==> config.mk <==
export PLATFORM = sky130hd
export DESIGN_NAME = alu_op_sequencer
export DESIGN_NICKNAME = d
export VERILOG_FILES = /design/src/rtl/alu_op_sequencer.sv
export SDC_FILE = /design/constraint.sdc
export NUM_CORES = 1
export LEC_CHECK = 0
export CORE_MARGIN = 3
export CORE_UTILIZATION = 40
export CTS_CLUSTER_SIZE = 28
export DETAILED_ROUTE_END_ITERATION = 7
export SLEW_MARGIN = 5
export SYNTH_ARGS = -nofsm -noshare
export SYNTH_HDL_FRONTEND = slang
export SYNTH_SLANG_ARGS = --single-unit
export TNS_END_PERCENT = 50
==> constraint.sdc <==
create_clock -name clk -period 3.8 [get_ports clk]
set_input_delay 0.95 -clock clk [delete_from_list [all_inputs] [get_ports clk]]
set_output_delay 0.95 -clock clk [all_outputs]
set_load 0.005 [all_outputs]
==> src/rtl/alu_op_sequencer.sv <==
// Sequencer that runs a small {opcode, operand} program through an external ALU.
// Optional early stop on ALU error: define ALU_SEQ_ERROR_HALT_EN.
module alu_op_sequencer #(
    parameter int DEPTH       = 16,
    parameter int ADDR_W      = 4,
    parameter int ALU_LATENCY = 1
) (
    input  logic              clk,
    input  logic              rst,
    input  logic              load_en,
    input  logic [ADDR_W-1:0] load_addr,
    input  logic [3:0]        load_op,
    input  logic [15:0]       load_operand,
    input  logic [ADDR_W-1:0] last_addr,
    input  logic              start,
    output logic [3:0]        alu_opcode,
    output logic [15:0]       alu_a,
    output logic [15:0]       alu_b,
    input  logic [32:0]       alu_c,
    input  logic [1:0]        alu_error,
    output logic              busy,
    output logic              done,
    output logic [32:0]       result,
    output logic [1:0]        err_sticky,
    output logic [ADDR_W-1:0] halted_at
);

    localparam int CW = (ALU_LATENCY > 1) ? $clog2(ALU_LATENCY) : 1;
    localparam logic [CW-1:0] HOLD_LOAD =
        CW'((ALU_LATENCY > 0) ? ALU_LATENCY - 1 : 0);

    typedef enum logic [2:0] {
        IDLE,
        ISSUE,
        HOLD,
        CAPTURE,
        FINISH
    } state_t;

    state_t state, state_n;

    logic [19:0]       mem [DEPTH];
    logic [ADDR_W-1:0] pc;
    logic [ADDR_W-1:0] last_q;
    logic [CW-1:0]     hold_cnt;
    logic [19:0]       entry;
    logic              active;
    logic              stop;

    assign entry  = mem[pc];
    assign active = (state == ISSUE) || (state == HOLD) ||
                    (state == CAPTURE);

    assign alu_opcode = active ? entry[19:16] : 4'b0000;
    assign alu_a      = active ? entry[15:0] : 16'd0;
    assign busy       = active;
    assign done       = (state == FINISH);

`ifdef ALU_SEQ_ERROR_HALT_EN
    assign stop = (pc == last_q) || (alu_error != 2'b00);
`else
    assign stop = (pc == last_q);
`endif

    // Program memory is deliberately outside the reset domain.
    always_ff @(posedge clk) begin
        if (load_en && state == IDLE) begin
            mem[load_addr] <= {load_op, load_operand};
        end
    end

    always_comb begin
        state_n = state;
        unique case (state)
            IDLE: begin
                if (start) state_n = ISSUE;
            end
            ISSUE: begin
                state_n = (ALU_LATENCY == 0) ? CAPTURE : HOLD;
            end
            HOLD: begin
                if (hold_cnt == '0) state_n = CAPTURE;
            end
            CAPTURE: begin
                state_n = stop ? FINISH : ISSUE;
            end
            FINISH: begin
                state_n = IDLE;
            end
            default: state_n = IDLE;
        endcase
    end

    always_ff @(posedge clk or negedge rst) begin
        if (!rst) begin
            state      <= IDLE;
            pc         <= '0;
            last_q     <= '0;
            hold_cnt   <= '0;
            alu_b      <= '0;
            result     <= '0;
            err_sticky <= '0;
            halted_at  <= '0;
        end else begin
            state <= state_n;
            unique case (state)
                IDLE: begin
                    if (start) begin
                        pc         <= '0;
                        last_q     <= last_addr;
                        err_sticky <= '0;
                        alu_b      <= '0;
                    end
                end
                ISSUE: begin
                    hold_cnt <= HOLD_LOAD;
                end
                HOLD: begin
                    if (hold_cnt != '0) hold_cnt <= hold_cnt - 1'b1;
                end
                CAPTURE: begin
                    result     <= alu_c;
                    halted_at  <= pc;
                    err_sticky <= err_sticky | alu_error;
                    // Chain low half of the result into the next B operand.
                    if (!stop) begin
                        pc    <= pc + 1'b1;
                        alu_b <= alu_c[15:0];
                    end
                end
                default: ;
            endcase
        end
    end

endmodule
==> out/results.txt <==
Synth top area share - 0.6485
Final ANT Viol Nets - 0
fraction of layout cells with a size suffix above 1 - 0.2305
syn avg cell area - 18.95 um2
Synth area leader - edfxtp_1
fmax - 273.3 MHz
pwr/cell area - 720.2 nW/um2
most frequent cell after synthesis - edfxtp_1
Hold Crit Class - input pin to async pin
Post-Synth Simple-Gate Area - 0.05117
Slew HR - 0.4541
vias in the first global route - 8035
status - complete, no violations
Syn Inst Count - 782
max-cap violation count - 0
CTS Hold Buffers Added - 0
wirelength, routed - 34.53 mm
setup violators final - 0
die span in y - 198.5 um
CP Capture Type - output port
total CTS buffers - 41
global placer's final weighted congestion - 0.7215
Reg clk slew, reported paths - 0.06 ns
Worst Path Class, Setup - register to output port
final worst slack - 0.1413 ns
vias - 7811
worst-margin pin slew - 0.8180 ns
drt drc - 0
first-pass GRT wire length - 51.43 mm
Net Sw Frac - 0.2830
Root Driver - clkbuf_16
wire length per cell - 23.39 um
Commonest cells post-synth - edfxtp_1, nand2_1, mux4_2, dfrtp_1
Starting Density - 0.4116
Ant. Diodes - 0
CP required - 2.85 ns
Gate power share - 0.311
Seq/Total Area, Yosys - 0.7600
mapped cell area - 14820 um2
DRT iter0 DRCs - 507
crit path DAT - 2.71 ns
Clock Latency Late Sink - 0.55 ns
Synth Net Count - 850
post-synthesis async set-or-reset flop share - 0.1710
largest net degree at the start of global routing - 31
RSZ-0062 raised after global routing - no
worst r2r src - pc[1]
Leak - 6.480 nW
Cells after DPL - 1388
Seq pwr share - 0.394
top_reg_cell synth - edfxtp_1
CTS tree - yes
Clk pwr share - 0.295
Area growth, synth to finish - 25.14%
top cells by area, synth - edfxtp_1, mux4_2, dfrtp_1
area of the multi-input gates - 3319 um2
DIE AREA - 39390 um2
CP Launch Type - register
FF+latch area - 11270 um2
worst vdd ir - 0.0004547 V
Final Non-Filler Cells - 1476
Final Critical Period - 3.659 ns
Max Slew Vio Count - 0
Die Span X - 198.5 um
Synth cell types - 39
EDFF count, synth - 320
cell-internal power - 0.009576 W
DPL Wire Length - 19.99 mm
Core Util, Final - 0.5150
CTS max path bufs - 3
Ports - 144
period utilization - 0.9628
fin nets - 1050
H-tree depth - 2
initial antenna violation count - 1
xor/xnor share of the synthesized area - 0.002956
Post-Place Setup Slack - 0.3980 ns
DRT Pass-1 Iters - 5
fillers - 2909
Max Clock Skew - 0.01765 ns
reg2reg path depth - 7
Total GRT Usage - 0.1767
Post-Synth Adder-Cell Area - 0.0008445
CTS Sinks - 386
Via-to-Cell Ratio - 5.292
Synth Warn # - 0
CP Max Fanout - 12
total grt overflow - 0
combinational family with the most area after synthesis - multiplexers
mux contribution to synthesized area - 0.1389
Synth Area in Compound Gates - 0.02576
register bit total from synthesis - 386
Core Area - 36000 um2
count of standard-cell rows - 69
worst hold margin - 0.4693 ns
IO Port Bufs - 143
Net Sw Power - 0.003779 W
worst setup path startpoint - pc[0]
final hold viol count - 0
final setup TNS - 0 ns
[critical path: stages, from the launching register on]
cell and delay [ns]:
dfrtp_4 0.58, buf_4 0.18, mux4_2 0.48, mux2i_1 0.19
o221ai_2 0.22, clkdlybuf4s50_1 0.50
[flip-flops by register name, summed over array words and instances (netlist names)]
name and flops:
mem 320, result 33, alu_b 16, halted_at 4, last_q 4, pc 4
state 3, err_sticky 2
[layer usage]
| layer | global-route usage | share of wire | up-vias |
|---|---|---|---|
| met2 | 0.2888 | 0.47 | 274 |
| li1 | - | - | 3473 |
| met5 | 0 | 0 | - |
| met1 | 0.2493 | 0.45 | 4010 |
| met4 | 0.04503 | 0.018 | 0 |
| met3 | 0.03117 | 0.063 | 54 |
[layout by cell type (no fill, tap or decap), types with 2 or more instances in the layout]
| cell type | synthesis | layout |
|---|---|---|
| nor2_1 | 19 | 7 |
| xnor2_1 | 5 | 5 |
| nand4b_1 | 2 | 2 |
| nand4_1 | 2 | 2 |
| o221ai_2 | 0 | 2 |
| mux4_2 | 80 | 80 |
| nor3_2 | 0 | 4 |
| o221ai_1 | 20 | 18 |
| clkdlybuf4s50_1 | 0 | 142 |
| inv_1 | 20 | 20 |
| bufinv_16 | 0 | 3 |
| clkinv_1 | 0 | 5 |
| a21oi_1 | 3 | 3 |
| nand2b_1 | 3 | 2 |
| a22o_1 | 17 | 17 |
| dfrtp_4 | 0 | 2 |
| mux2_2 | 5 | 5 |
| clkbuf_1 | 11 | 5 |
| inv_6 | 0 | 2 |
| nor2_2 | 2 | 14 |
| mux2i_1 | 20 | 20 |
| clkinvlp_4 | 0 | 2 |
| edfxtp_1 | 320 | 320 |
| dfrtp_1 | 66 | 63 |
| buf_4 | 6 | 46 |
| clkbuf_8 | 0 | 3 |
| nand3b_1 | 2 | 2 |
| buf_12 | 0 | 8 |
| clkbuf_16 | 0 | 42 |
| clkinv_2 | 0 | 10 |
| nand2_1 | 134 | 134 |
[power by group through the flow]
stage	logic (W)	clock network [W]	registers (W)
5_1_grt	0.00455	0.00421	0.00530
2_1_floorplan	0.00227	0	0.00526
3_3_place_gp	0.00396	0	0.00542
3_5_place_dp	0.00397	0	0.00544
4_1_cts	0.00419	0.00404	0.00527
6_report	0.00416	0.00394	0.00526
[area by class of cell]
cell class	count	area share
clock inverters	26	0.01248
flip-flops and latches	386	0.6078
repair buffers	199	0.1056
well taps	461	0.03111
multi-input cells	334	0.1790
inverters	20	0.004049
clock buffers	50	0.05992
[metrics by stage]
stage          instance area (um2)  total power (W)
4_1_cts                      18490          0.01350
3_5_place_dp                 17060         0.009404
6_report                     18540          0.01335
2_1_floorplan                14820         0.007526
3_3_place_gp                 17060         0.009383
5_1_grt                      18540          0.01407
[repair_timing]
action	4_1_cts	5_1_grt
gates resized for setup	2	1
setup buffers	6	6
endpoints found under the setup margin	19	6
[cells by family after synthesis]
group,after synthesis
flops,386
xor+xnor,5
simple gates,178
compound gates,45
mux,105
fa+ha+maj,1
buf+inv,62
[final timing paths]
check / end / slack (ns)
max: alu_opcode[1] / 0.14
min in group clk: result[12] / 0.47
max reg2reg: pc[0] / 1.38
min: result[0] / 0.47
max in group asynchronous: result[28] / 2.61
min reg2reg: result[12] / 0.47
Power figures use the tool's default switching activity.
